===== src/rtl/fetch_unit_pkg.sv =====
// Shared definitions for the instruction fetch unit: FSM encoding and parameter defaults.
package fetch_unit_pkg;

  localparam int          DEF_WORD_SIZE = 32;
  localparam logic [31:0] DEF_RESET_PC  = 32'h0000_0040;
  localparam int          DEF_BUF_DEPTH = 2;

  typedef enum logic [1:0] {
    ST_BOOT   = 2'd0,
    ST_RUN    = 2'd1,
    ST_SQUASH = 2'd2
  } fetch_state_e;

endpackage


===== src/rtl/fetch_unit_buf.sv =====
// Instruction buffer FIFO holding {pc, word} pairs; flush wins over push and pop.
module fetch_unit_buf #(
  parameter  int DEPTH = 2,
  parameter  int WIDTH = 64,
  localparam int CW    = $clog2(DEPTH + 1),
  localparam int AW    = (DEPTH > 1) ? $clog2(DEPTH) : 1
) (
  input  logic             clk,
  input  logic             reset_n,
  input  logic             flush_i,
  input  logic             push_i,
  input  logic [WIDTH-1:0] push_data_i,
  input  logic             pop_i,
  output logic [WIDTH-1:0] head_o,
  output logic [CW-1:0]    count_o
);

  logic [WIDTH-1:0] mem_q [DEPTH];
  logic [AW-1:0]    rd_ptr_q;
  logic [AW-1:0]    wr_ptr_q;
  logic [CW-1:0]    count_q;

  function automatic logic [AW-1:0] next_ptr(input logic [AW-1:0] p);
    return (p == AW'(DEPTH - 1)) ? '0 : p + AW'(1);
  endfunction

  // Storage is cleared on reset so the head reads as zero until the first push.
  always_ff @(posedge clk) begin
    if (!reset_n) begin
      for (int i = 0; i < DEPTH; i++) mem_q[i] <= '0;
      rd_ptr_q <= '0;
      wr_ptr_q <= '0;
      count_q  <= '0;
    end else if (flush_i) begin
      rd_ptr_q <= '0;
      wr_ptr_q <= '0;
      count_q  <= '0;
    end else begin
      if (push_i) begin
        mem_q[wr_ptr_q] <= push_data_i;
        wr_ptr_q        <= next_ptr(wr_ptr_q);
      end
      if (pop_i) rd_ptr_q <= next_ptr(rd_ptr_q);
      count_q <= count_q + CW'(push_i) - CW'(pop_i);
    end
  end

  assign head_o  = mem_q[rd_ptr_q];
  assign count_o = count_q;

  a_no_overflow: assert property (@(posedge clk) disable iff (!reset_n)
    !(push_i && !pop_i && !flush_i && (count_q == CW'(DEPTH))));

endmodule


===== src/rtl/fetch_unit.sv =====
// Instruction fetch unit: credit-limited in-order fetch into a small buffer,
// with redirect handling that squashes responses still in flight.
//
// state  | meaning
// BOOT   | one idle cycle after reset release, nothing issued
// RUN    | fetching sequentially while credit is available
// SQUASH | waiting for stale responses from before a redirect, dropping each
module fetch_unit import fetch_unit_pkg::*; #(
  parameter int                   WORD_SIZE = DEF_WORD_SIZE,
  parameter logic [WORD_SIZE-1:0] RESET_PC  = WORD_SIZE'(DEF_RESET_PC),
  parameter int                   BUF_DEPTH = DEF_BUF_DEPTH
) (
  input  logic                 clk,
  input  logic                 reset_n,
  output logic                 imem_req,
  output logic [WORD_SIZE-1:0] imem_addr,
  input  logic                 imem_ack,
  input  logic                 imem_rvalid,
  input  logic [WORD_SIZE-1:0] imem_rdata,
  input  logic                 redirect_valid,
  input  logic [WORD_SIZE-1:0] redirect_pc,
  output logic                 inst_valid,
  input  logic                 inst_ready,
  output logic [WORD_SIZE-1:0] inst,
  output logic [WORD_SIZE-1:0] inst_pc,
  output logic [WORD_SIZE-1:0] inst_pcplus4
);

  localparam int          CW     = $clog2(BUF_DEPTH + 1);
  localparam logic [CW:0] CREDIT = (CW + 1)'(BUF_DEPTH);

  fetch_state_e         state_q, state_d;
  logic [WORD_SIZE-1:0] fetch_pc_q, fetch_pc_d;
  logic [WORD_SIZE-1:0] resp_pc_q, resp_pc_d;
  logic [CW-1:0]        outst_q, outst_d;
  logic [CW-1:0]        discard_q, discard_d;
  logic [CW-1:0]        outst_after_resp;
  logic [CW-1:0]        buf_count;
  logic [WORD_SIZE-1:0] redir_pc;
  logic                 issue;
  logic                 push;
  logic                 pop;
  logic                 unused_redir_lsb;

  assign redir_pc         = {redirect_pc[WORD_SIZE-1:2], 2'b00};
  assign unused_redir_lsb = ^redirect_pc[1:0];
  assign outst_after_resp = outst_q - CW'(imem_rvalid);

  always_comb begin
    state_d    = state_q;
    fetch_pc_d = fetch_pc_q;
    resp_pc_d  = resp_pc_q;
    outst_d    = outst_q;
    discard_d  = discard_q;
    imem_req   = 1'b0;
    issue      = 1'b0;
    push       = 1'b0;
    if (redirect_valid) begin
      // A response arriving alongside the redirect is already stale and is dropped here.
      fetch_pc_d = redir_pc;
      resp_pc_d  = redir_pc;
      outst_d    = outst_after_resp;
      discard_d  = outst_after_resp;
      state_d    = (outst_after_resp != '0) ? ST_SQUASH : ST_RUN;
    end else begin
      case (state_q)
        ST_BOOT: state_d = ST_RUN;
        ST_RUN: begin
          imem_req = (({1'b0, outst_q} + {1'b0, buf_count}) < CREDIT);
          issue    = imem_req & imem_ack;
          if (imem_rvalid) begin
            push      = 1'b1;
            resp_pc_d = resp_pc_q + WORD_SIZE'(4);
          end
          if (issue) fetch_pc_d = fetch_pc_q + WORD_SIZE'(4);
          outst_d = outst_after_resp + CW'(issue);
        end
        ST_SQUASH: begin
          if (imem_rvalid) begin
            discard_d = discard_q - CW'(1);
            outst_d   = outst_after_resp;
          end
          if (discard_d == '0) state_d = ST_RUN;
        end
        default: state_d = ST_BOOT;
      endcase
    end
  end

  always_ff @(posedge clk) begin
    if (!reset_n) begin
      state_q    <= ST_BOOT;
      fetch_pc_q <= RESET_PC;
      resp_pc_q  <= RESET_PC;
      outst_q    <= '0;
      discard_q  <= '0;
    end else begin
      state_q    <= state_d;
      fetch_pc_q <= fetch_pc_d;
      resp_pc_q  <= resp_pc_d;
      outst_q    <= outst_d;
      discard_q  <= discard_d;
    end
  end

  assign imem_addr  = fetch_pc_q;
  assign inst_valid = (buf_count != '0);
  assign pop        = inst_valid & inst_ready & ~redirect_valid;

  fetch_unit_buf #(
    .DEPTH (BUF_DEPTH),
    .WIDTH (2 * WORD_SIZE)
  ) u_buf (
    .clk         (clk),
    .reset_n     (reset_n),
    .flush_i     (redirect_valid),
    .push_i      (push),
    .push_data_i ({resp_pc_q, imem_rdata}),
    .pop_i       (pop),
    .head_o      ({inst_pc, inst}),
    .count_o     (buf_count)
  );

  assign inst_pcplus4 = inst_pc + WORD_SIZE'(4);

  a_resp_expected: assert property (@(posedge clk) disable iff (!reset_n)
    imem_rvalid |-> (outst_q != '0));

endmodule


===== config.mk =====
export PLATFORM = sky130hd
export DESIGN_NAME = fetch_unit
export DESIGN_NICKNAME = d
export VERILOG_FILES = /design/src/rtl/fetch_unit_pkg.sv /design/src/rtl/fetch_unit_buf.sv /design/src/rtl/fetch_unit.sv
export SDC_FILE = /design/constraint.sdc
export NUM_CORES = 1
export LEC_CHECK = 0
export ABC_AREA = 1
export CORE_MARGIN = 1
export CORE_UTILIZATION = 50
export DETAILED_ROUTE_END_ITERATION = 8
export GPL_TIMING_DRIVEN = 0
export PLACE_DENSITY = 0.77
export SETUP_SLACK_MARGIN = 0.15
export SLEW_MARGIN = 20
export SYNTH_ARGS = -nofsm -noshare
export SYNTH_HDL_FRONTEND = slang
export SYNTH_SLANG_ARGS = --single-unit

===== constraint.sdc =====
create_clock -name clk -period 3.5 [get_ports clk]
set_clock_uncertainty 0.2 [all_clocks]
set_input_delay 0.525 -clock clk [delete_from_list [all_inputs] [get_ports clk]]
set_output_delay 0.525 -clock clk [all_outputs]
set_load 0.02 [all_outputs]

==> impl_metrics.yaml, run 1 <==
die:
  fp.dieH_um: 149.1
  core_mm2: 0.02115
  start_util: 0.5117
  rows: 53
  die_w_um: 149.1
  die_area_mm2: 0.02224
  ios: 200
final_layout:
  fin_cells: 1917
  regArea_mm2: 0.005146
  drive_gt1_frac: 0.1023
  final_nets: 1707
  syn2layout_area_growth_pct: 27.34
  multiInputGateArea_mm2: 0.004747
  antennaDiodeCount: 0
  fillCellCount: 1788
route:
  post_drt_wl_per_cell_um: 16.14
  final_antenna_net_count: 0
  drt-initial-drc-count: 725
  totalWireLength_mm: 30.94
  drc: 0
  vias: 10120
  via_per_inst: 5.276
  drt_pass1_iterations: 6
global_routing:
  grt_max_degree: 52
  antenna_found_initial: 0
  grt_pass1_wl_mm: 48.31
  overflow: 0
  grt_usage: 0.2835
  grt_pass1_vias: 9521
clocking:
  clockBufferDepth: 2
  clk_pin_slew_ns: 0.08
  worstSkewPairLatency_ns: 0.45
  clkSinkCount: 195
  cts_tree: "yes"
  root_buffer: "clkbuf_16"
  hold_buffers: 0
  cts_buffers: 17
  cts.htree.levels: 4
min_path:
  hold-path-cell-count: 3
  min_to: "resp_pc_q[12]$_SDFFE_PN0P_"
  min_from: "reset_n"
  min_path_type: "input port to register"
synthesis:
  ys_ff_latch: 195
  ys_seq_area_frac: 0.4753
  synth.top_cell.area_share: 0.3440
  async_reset_ff_frac: 0
  synth_flop_cell: "edfxtp_1"
  netlist_instances: 1410
  syn_area_per_cell_um2: 7.677
  yosysWarnings: 0
  yosysTopAreaCell: "edfxtp_1"
  syn_area_mm2: 0.01082
  yosys-top-cells-area: "edfxtp_1, dfxtp_1, nand2_1"
  synth_cell_type_count: 41
  synth-edff-count: 124
timing:
  rsz0062_at_grt: "true"
  fmax_ghz: 0.3090
  setup_viol: 0
  worst_pin_slew_ns: 1.069
  post-route-period-util: 0.9247
  final.min_clock_period_ns: 3.236
  relSlewSlack: 0.2871
  hold_viol_final: 0
  worst_slack_ns: 0.2635
  drv_slew: 0
setup_path:
  critPathBufInv: 5
  reg2reg_to: "u_buf.mem_q[0][0]$_SDFFCE_PN0P_"
  worst_ep_required_time_ns: 2.77
  cpMaxStageDelayCell: "clkdlybuf4s50_1"
  cp_num_cells: 6
  start_kind: "register"
  crit_type: "register to output pin"
  reg2regPathDepth: 10
  worstSetupEndpointType: "output pin"
  cp.arrival_ns: 2.51
  r2r_start: "state_q[0]$_SDFFE_PN0P_"
  path_delay_family: "buffers and inverters"
  r2r_setup_slack_ns: 0.45
  crit_chain: "buf_6 -> buf_6 -> clkbuf_4 -> buf_4 -> mux2_2 -> clkdlybuf4s50_1"
  worstPathMaxFanout: 10
  crit_top_cell: "buf_6"
  slowest_delay_ns: 0.54
placed_design:
  pre_cts_slack_ns: -0.2275
  io_buffer_count: 190
  dp.cells: 1882
  place_congestion: 0.9925
  dp_hpwl_mm: 23.06
power_and_ir_drop:
  p_leak_nw: 5.626
  power.total_mw: 5.435
  power.density_mw_per_mm2: 394.3
  ir_drop_mv: 0.3626
run_status:
  status: "complete, no violations"
flow_run:
  max_cap_viol_count: 0
==> worst max path at each step <==
| stage | start | end |
|---|---|---|
| 2_1_floorplan | imem_rvalid | u_buf.mem_q[1][0]$_SDFFCE_PN0P_ |
| 3_3_place_gp | imem_rvalid | u_buf.mem_q[1][9]$_SDFFCE_PN0P_ |
| 3_5_place_dp | imem_rvalid | u_buf.mem_q[1][35]$_SDFFCE_PN0P_ |
| 4_1_cts | register | inst_pcplus4[30] |
| 5_1_grt | register | inst_pcplus4[30] |
| 6_report | register | inst[14] |
==> layout by cell type, fill, tap and decap left out, drive strengths merged, types with 2 or more instances in the layout <==
master / netlist / layout
xnor2: 4 / 4
nor2: 275 / 275
o31ai: 2 / 2
buf: 32 / 38
a31oi: 9 / 9
dfxtp: 71 / 71
a21oi: 65 / 65
nand4: 10 / 10
clkdlybuf4s50: 0 / 162
nand3b: 8 / 8
inv: 198 / 211
o22ai: 4 / 4
clkinv: 1 / 2
o211ai: 5 / 5
nand3: 65 / 65
xor2: 22 / 22
ha: 7 / 7
clkbuf: 15 / 38
and2: 6 / 6
clkdlybuf4s15: 0 / 5
dlymetal6s2s: 0 / 5
o21ai: 88 / 88
dlygate4sd2: 0 / 11
nor3: 9 / 9
edfxtp: 124 / 124
conb: 1 / 6
or2: 2 / 2
mux2: 32 / 32
nand2: 352 / 352
==> routing by layer <==
layer | track usage | part of all wire | vias up
met3 | 0.05076 | 0.073 | 70
met4 | 0.1347 | 0.034 | 0
li1 | - | - | 4933
met5 | 0 | 0 | -
met1 | 0.3634 | 0.42 | 4660
met2 | 0.4635 | 0.48 | 452
==> kinds of logic after synthesis <==
group / Yosys count / synth area share
and+or+nand+nor: 728 / 0.2760
AOI/OAI and AO/OA: 174 / 0.09143
muxes: 32 / 0.03329
buffers and inverters: 246 / 0.09259
adders and majority gates: 8 / 0.009941
other: 1 / 0.0003464
xor gates and xnor gates: 26 / 0.02104
DFF: 195 / 0.4753
==> stage by stage <==
step / utilization / instance area, um2 / TNS (ns) / hold slack (ns)
5_1_grt: 0.6516 / 13780 / 0 / 0.2658
3_5_place_dp: 0.6217 / 13150 / -14.73 / 0.2661
6_report: 0.6516 / 13780 / 0 / 0.2592
3_3_place_gp: 0.6187 / 13090 / -206.30 / 0.2592
2_1_floorplan: - / 10840 / 0 / 0.2476
4_1_cts: 0.6502 / 13750 / 0 / 0.2343
==> tightest hold or removal path, delay by kind of cell <==
kind	cells	cell delay [ns]
AO/OA/AOI/OAI	2	0.14
buffers and inverters	1	0.19
==> state kept, by name, summed over array words and instances (netlist names), named ones only <==
name	count
resp_pc_q	30
u_buf.wr_ptr_q	1
u_buf.count_o	2
state_q	2
imem_addr	30
outst_q	2
discard_q	2
u_buf.mem_q	124
u_buf.rd_ptr_q	1
==> synth_stat cells, types with 2 or more instances <==
cell / instances
nand2_2: 4
buf_4: 7
edfxtp_1: 124
buf_6: 4
ha_1: 7
xor2_1: 22
o21ai_0: 63
o21ai_2: 18
inv_2: 5
nand3_1: 64
nand4_1: 10
nor2_2: 16
dfxtp_1: 71
nor2_1: 255
nand3b_1: 8
nor3_1: 9
a21oi_1: 64
o21ai_1: 6
or2_2: 2
and2_1: 6
clkbuf_1: 14
nand2_1: 348
a31oi_1: 9
nor2_4: 4
mux2_2: 32
o211ai_1: 5
inv_1: 193
xnor2_1: 4
o31ai_1: 2
buf_1: 6
o22ai_1: 4
buf_2: 15
==> repair_timing <==
action / CTS / global route
setup endpoints to repair: 57 / 136
resized for setup: 42 / 28
hold endpoints to repair: 0 / 0
pin swaps: 0 / 2
buffers inserted: 1 / 2
==> layout make-up <==
class | instances | share of cell area
sequential | 195 | 0.3734
clock buffer | 17 | 0.03086
inverter | 199 | 0.05419
timing repair buffer | 195 | 0.1405
multi-input combinational | 974 | 0.3444
tap | 275 | 0.02496
buffer | 47 | 0.01952
clock inverter | 15 | 0.01216
==> power by group <==
part | switching [mW] | internal [mW] | leakage, nW
logic | 0.489 | 0.323 | 3.47
clock network | 1.02 | 0.976 | 0.292
registers | 0.0793 | 2.55 | 1.87
total | 1.59 | 3.85 | 5.63
Power figures use the tool's default switching activity.
==> run 2: changes to the inputs <==
--- a/config.mk
+++ b/config.mk
@@ -7,10 +7,10 @@
 export LEC_CHECK = 0
 export ABC_AREA = 1
 export CORE_MARGIN = 1
-export CORE_UTILIZATION = 50
+export CORE_UTILIZATION = 30
 export DETAILED_ROUTE_END_ITERATION = 8
 export GPL_TIMING_DRIVEN = 0
-export PLACE_DENSITY = 0.77
+export PLACE_DENSITY_LB_ADDON = 0.2
 export SETUP_SLACK_MARGIN = 0.15
 export SLEW_MARGIN = 20
 export SYNTH_ARGS = -nofsm -noshare
==> impl_metrics.yaml, run 2 (synthesized netlist as in run 1, its figures left out) <==
setup_path:
  slowest_delay_ns: 0.36
  critPathBufInv: 5
  worstSetupEndpointType: "output pin"
  worstPathMaxFanout: 10
  path_delay_family: "buffers and inverters"
  cpMaxStageDelayCell: "dfxtp_2"
  start_kind: "register"
  crit_chain: "buf_8 -> buf_6 -> nand2_1 -> o21ai_2 -> inv_2 -> ha_2 -> inv_2 -> nor2_4 -> nand2_2 -> nor2_4 -> nand3_1 -> nand2_1 -> clkdlybuf4s15_2"
  worst_ep_required_time_ns: 2.77
  crit_type: "register to output pin"
  cp.arrival_ns: 2.49
clocking:
  cts.htree.levels: 4
  hold_buffers: 0
  cts_buffers: 17
  worstSkewPairLatency_ns: 0.44
  root_buffer: "clkbuf_16"
  clockBufferDepth: 2
  cts_tree: "yes"
  clk_pin_slew_ns: 0.08
  clkSinkCount: 195
die:
  ios: 200
  die_area_mm2: 0.03684
  die_w_um: 192.0
  rows: 69
  core_mm2: 0.03557
  start_util: 0.3043
  fp.dieH_um: 192.0
global_routing:
  overflow: 0
  grt_pass1_wl_mm: 49.69
  grt_pass1_vias: 8959
  grt_max_degree: 43
  grt_usage: 0.1798
  antenna_found_initial: 0
final_layout:
  layout_common_cells: "nand2_1, nor2_1, inv_1, clkdlybuf4s50_1, edfxtp_1"
  fin_util: 0.3941
  largest_reg_flops: 124
  final_nets: 1708
  drive_gt1_frac: 0.1065
  fillCellCount: 3733
  top_register: "u_buf.mem_q"
  antennaDiodeCount: 0
  syn2layout_area_growth_pct: 29.51
  final_common_cell: "nand2_1"
timing:
  hold_viol_final: 0
  post-route-period-util: 0.9200
  rsz0062_at_grt: "true"
  relSlewSlack: 0.2955
  holdWs_ns: 0.2605
  final.min_clock_period_ns: 3.220
  worst_pin_slew_ns: 1.057
  fmax_ghz: 0.3106
  drv_slew: 0
  setup_viol: 0
power_and_ir_drop:
  power.density_mw_per_mm2: 382.5
  ir_drop_mv: 0.3605
  p_leak_nw: 5.641
placed_design:
  io_buffer_count: 190
  place_congestion: 0.8790
  dp_hpwl_mm: 24.74
flow_run:
  max_cap_viol_count: 0
route:
  post_drt_wl_per_cell_um: 15.70
  vias: 9761
  final_antenna_net_count: 0
  totalWireLength_mm: 33.03
  drc: 0
  drt_pass1_iterations: 5
  via_per_inst: 4.639
  drt-initial-drc-count: 630
run_status:
  status: "complete, no violations"
min_path:
  min_path_type: "input port to register"
## run 2: changes by cell type in the layout (fill, tap and decap cells not counted), moves of 3 or more
cell | before | now
inv_8 | 9 | 3
inv_6 | 3 | 7
buf_4 | 13 | 16
clkdlybuf4s15_1 | 4 | 1
dlygate4sd2_1 | 11 | 8
nor2_2 | 17 | 14
## run 2: worst min-delay path, cell delays in order
cell and delay (ns):
buf_2 0.19, o21ai_0 0.10, a21oi_1 0.04
## run 2: final timing paths
kind / cells past startpoint / end / slack (ns) / startpoint
worst max-delay path: 13 / inst_pcplus4[20] / 0.28 / register
worst min-delay path: 3 / imem_addr[8]$_SDFFE_PN0P_ / 0.26 / reset_n
worst max register to register: 10 / u_buf.mem_q[1][2]$_SDFFCE_PN0P_ / 0.48 / state_q[0]$_SDFFE_PN0P_
worst min register to register: 2 / u_buf.rd_ptr_q$_SDFFE_PP0P_ / 0.28 / u_buf.rd_ptr_q$_SDFFE_PP0P_
## run 2: routing by layer
layer,track usage,vias to the layer above,part of all wire
li1,-,4941,-
met1,0.2493,4498,0.47
met2,0.2863,290,0.45
met3,0.02869,32,0.058
met4,0.05311,0,0.016
met5,0,-,0
## run 2: area by class of cell
class                      instances  area, um2  area share
buffer                            47      272.8     0.01946
clock inverter                    15      137.6    0.009818
inverter                         199      747.0     0.05328
multi-input combinational        974       4765      0.3399
sequential                       195       5146      0.3671
timing repair buffer             196       1948      0.1390
clock buffer                      17      425.4     0.03035
tap                              461      576.8     0.04115
## run 2: stage by stage
step | setup slack [ns] | TNS [ns] | cell area (um2) | power, mW | instances
after floorplan | 0.1962 | 0 | 10840 | 3.114 | 1415
after global placement | -1.962 | -244.11 | 13320 | 3.501 | 2066
after detailed placement | -0.2960 | -26.80 | 13390 | 3.511 | 2068
after CTS | -0.002799 | -0.002799 | 14000 | 5.411 | 2104
after global routing | 0.07872 | 0 | 14020 | 5.579 | 2104
final | 0.2800 | 0 | 14020 | 5.362 | 2104
## run 2: where the power goes
| group | total, mW | switching (mW) | internal (mW) |
|---|---|---|---|
| Sequential | 2.63 | 0.0785 | 2.55 |
| Combinational | 0.825 | 0.499 | 0.326 |
| Clock | 1.91 | 0.961 | 0.946 |
| Total | 5.36 | 1.54 | 3.82 |
## run 2: what timing repair did
action | in CTS | in global routing
buffers inserted | 4 | 0
pin swaps | 1 | 2
setup endpoints to repair | 61 | 107
gates resized for setup | 45 | 36
==> run 3: changes to the inputs <==
--- a/config.mk
+++ b/config.mk
@@ -7,7 +7,7 @@
 export LEC_CHECK = 0
 export ABC_AREA = 1
 export CORE_MARGIN = 1
-export CORE_UTILIZATION = 30
+export CORE_UTILIZATION = 35
 export DETAILED_ROUTE_END_ITERATION = 8
 export GPL_TIMING_DRIVEN = 0
 export PLACE_DENSITY_LB_ADDON = 0.2
==> constraint.sdc (replaced) <==
create_clock -name clk -period 4 [get_ports clk]
set_clock_uncertainty 0.2 [all_clocks]
set_input_delay 0.6 -clock clk [delete_from_list [all_inputs] [get_ports clk]]
set_output_delay 0.6 -clock clk [all_outputs]
set_load 0.02 [all_outputs]
==> impl_metrics.yaml, run 3 (synthesized netlist as in run 1, its figures left out) <==
placed_design:
  dpl_cell_area_mm2: 0.01330
  io_buffer_count: 190
  dp.cells: 2003
  pre_cts_slack_ns: 0.1327
  dp_hpwl_mm: 23.82
  place_congestion: 0.9085
min_path:
  min_from: "u_buf.rd_ptr_q$_SDFFE_PP0P_"
  min_to: "u_buf.rd_ptr_q$_SDFFE_PP0P_"
  hold-path-cell-count: 2
  min_path_type: "register to register"
timing:
  relSlewSlack: 0.3155
  drv_slew: 0
  rsz0062_at_grt: "false"
  worst_slack_ns: 0.3445
  post-route-period-util: 0.9139
  hold_viol_final: 0
  setup_viol: 0
  worst_pin_slew_ns: 1.027
  fmax_ghz: 0.2736
  final.min_clock_period_ns: 3.655
final_layout:
  top_register: "u_buf.mem_q"
  final_nets: 1705
  largest_reg_flops: 124
  final_area_mm2: 0.01392
  fin_cells: 2036
  layout_common_cells: "nand2_1, nor2_1, inv_1, clkdlybuf4s50_1, edfxtp_1"
  drive_gt1_frac: 0.09268
  antennaDiodeCount: 0
  final_common_cell: "nand2_1"
  fin_util: 0.4564
  syn2layout_area_growth_pct: 28.63
setup_path:
  cp.arrival_ns: 2.86
  reg2regPathDepth: 10
  path_delay_family: "buffers and inverters"
  crit_type: "register to output pin"
  critPathBufInv: 6
  crit_chain: "buf_6 -> buf_6 -> nand2_1 -> o21ai_2 -> inv_1 -> ha_2 -> inv_1 -> nor2_4 -> inv_2 -> nor2_4 -> xor2_1 -> clkdlybuf4s50_1"
  slowest_delay_ns: 0.62
  cp_num_cells: 12
  start_kind: "register"
  worstSetupEndpointType: "output pin"
  cpMaxStageDelayCell: "clkdlybuf4s50_1"
  r2r_setup_slack_ns: 0.78
  reg2reg_to: "u_buf.mem_q[1][63]$_SDFFCE_PN0P_"
  r2r_start: "state_q[0]$_SDFFE_PN0P_"
  worstPathMaxFanout: 10
  worst_ep_required_time_ns: 3.20
global_routing:
  antenna_found_initial: 0
  overflow: 0
  grt_pass1_vias: 9249
  grt_pass1_wl_mm: 49.13
  grt_max_degree: 43
  grt_usage: 0.2026
die:
  start_util: 0.3548
  die_area_mm2: 0.03163
  rows: 64
  die_w_um: 177.9
  fp.dieH_um: 177.9
  core_mm2: 0.03051
  ios: 200
power_and_ir_drop:
  ir_drop_mv: 0.2644
  power.density_mw_per_mm2: 340.5
  pwr-share-clk: 0.363
  intPower_mw: 3.372
  p_leak_nw: 5.552
  power.switching_mw: 1.369
  p_comb_frac: 0.152
  power.total_mw: 4.741
  pwr-share-seq: 0.485
  switching_share: 0.2888
route:
  vias: 9866
  final_antenna_net_count: 0
  drt-initial-drc-count: 731
  post_drt_wl_per_cell_um: 15.53
  totalWireLength_mm: 31.63
  drt_pass1_iterations: 7
  via_per_inst: 4.846
  drc: 0
run_status:
  status: "complete, no violations"
clocking:
  root_buffer: "clkbuf_16"
  worstSkewPairLatency_ns: 0.44
  clk_pin_slew_ns: 0.08
  clockBufferDepth: 2
  cts_buffers: 17
  cts.htree.levels: 4
  cts_tree: "yes"
  clkSinkCount: 195
  hold_buffers: 0
flow_run:
  max_cap_viol_count: 0
==> run 3: repair_timing <==
| item | CTS | global route |
|---|---|---|
| resized for setup | 7 | 6 |
| cloned | 0 | 0 |
| endpoints found under the setup margin | 12 | 4 |
| buffers inserted | 1 | 0 |
==> run 3: area by class of cell <==
class / instances / area [um2]
plain buffers: 47 / 256.5
flip-flops and latches: 195 / 5145
clock inverters: 15 / 168.9
inverters: 199 / 747.0
fillers: 3109 / 16590
clock buffers: 17 / 425.4
repair buffers: 193 / 1959
multi-input cells: 974 / 4726
well taps: 396 / 495.5
==> run 3: worst max path at each step <==
| stage | endpoint | slack, ns |
|---|---|---|
| after global placement | u_buf.mem_q[1][25]$_SDFFCE_PN0P_ | -1.51 |
| after global routing | inst_pcplus4[22] | 0.16 |
| after detailed placement | u_buf.mem_q[1][11]$_SDFFCE_PN0P_ | 0.13 |
| final | inst_pcplus4[8] | 0.34 |
| after floorplan | u_buf.mem_q[1][0]$_SDFFCE_PN0P_ | 0.62 |
| after CTS | inst_pcplus4[18] | 0.21 |
==> run 3: worst reg2reg max path: stages (launching register included) <==
cell and delay (ns):
dfxtp_1 0.33, inv_2 0.04, nor2_2 0.12, nand2_1 0.18, inv_1 0.30, nand2_1 0.20
nor2_1 0.17, nand2_1 0.33, buf_2 0.35, nand2_4 0.35, buf_12 0.29
==> run 3: routing by layer <==
metal | vias up | share of wire | track usage
met4 | 0 | 0.028 | 0.07407
met1 | 4553 | 0.45 | 0.2733
met3 | 55 | 0.058 | 0.03363
met2 | 322 | 0.46 | 0.3247
met5 | - | 0 | 0
li1 | 4936 | - | -
==> run 3: power groups by stage <==
stage	Sequential [mW]	Clock (mW)	Combinational, mW
2_1_floorplan	2.35	0	0.373
3_3_place_gp	2.35	0	0.704
3_5_place_dp	2.35	0	0.718
4_1_cts	2.30	1.75	0.721
5_1_grt	2.31	1.83	0.787
6_report	2.30	1.72	0.719
==> run 3: through the flow <==
stage	TNS (ns)	hold WS, ns
global placement	-184.29	0.2606
floorplan	0	0.2476
global route	0	0.3292
detailed placement	0	0.2722
finish	0	0.2832
CTS	0	0.2848
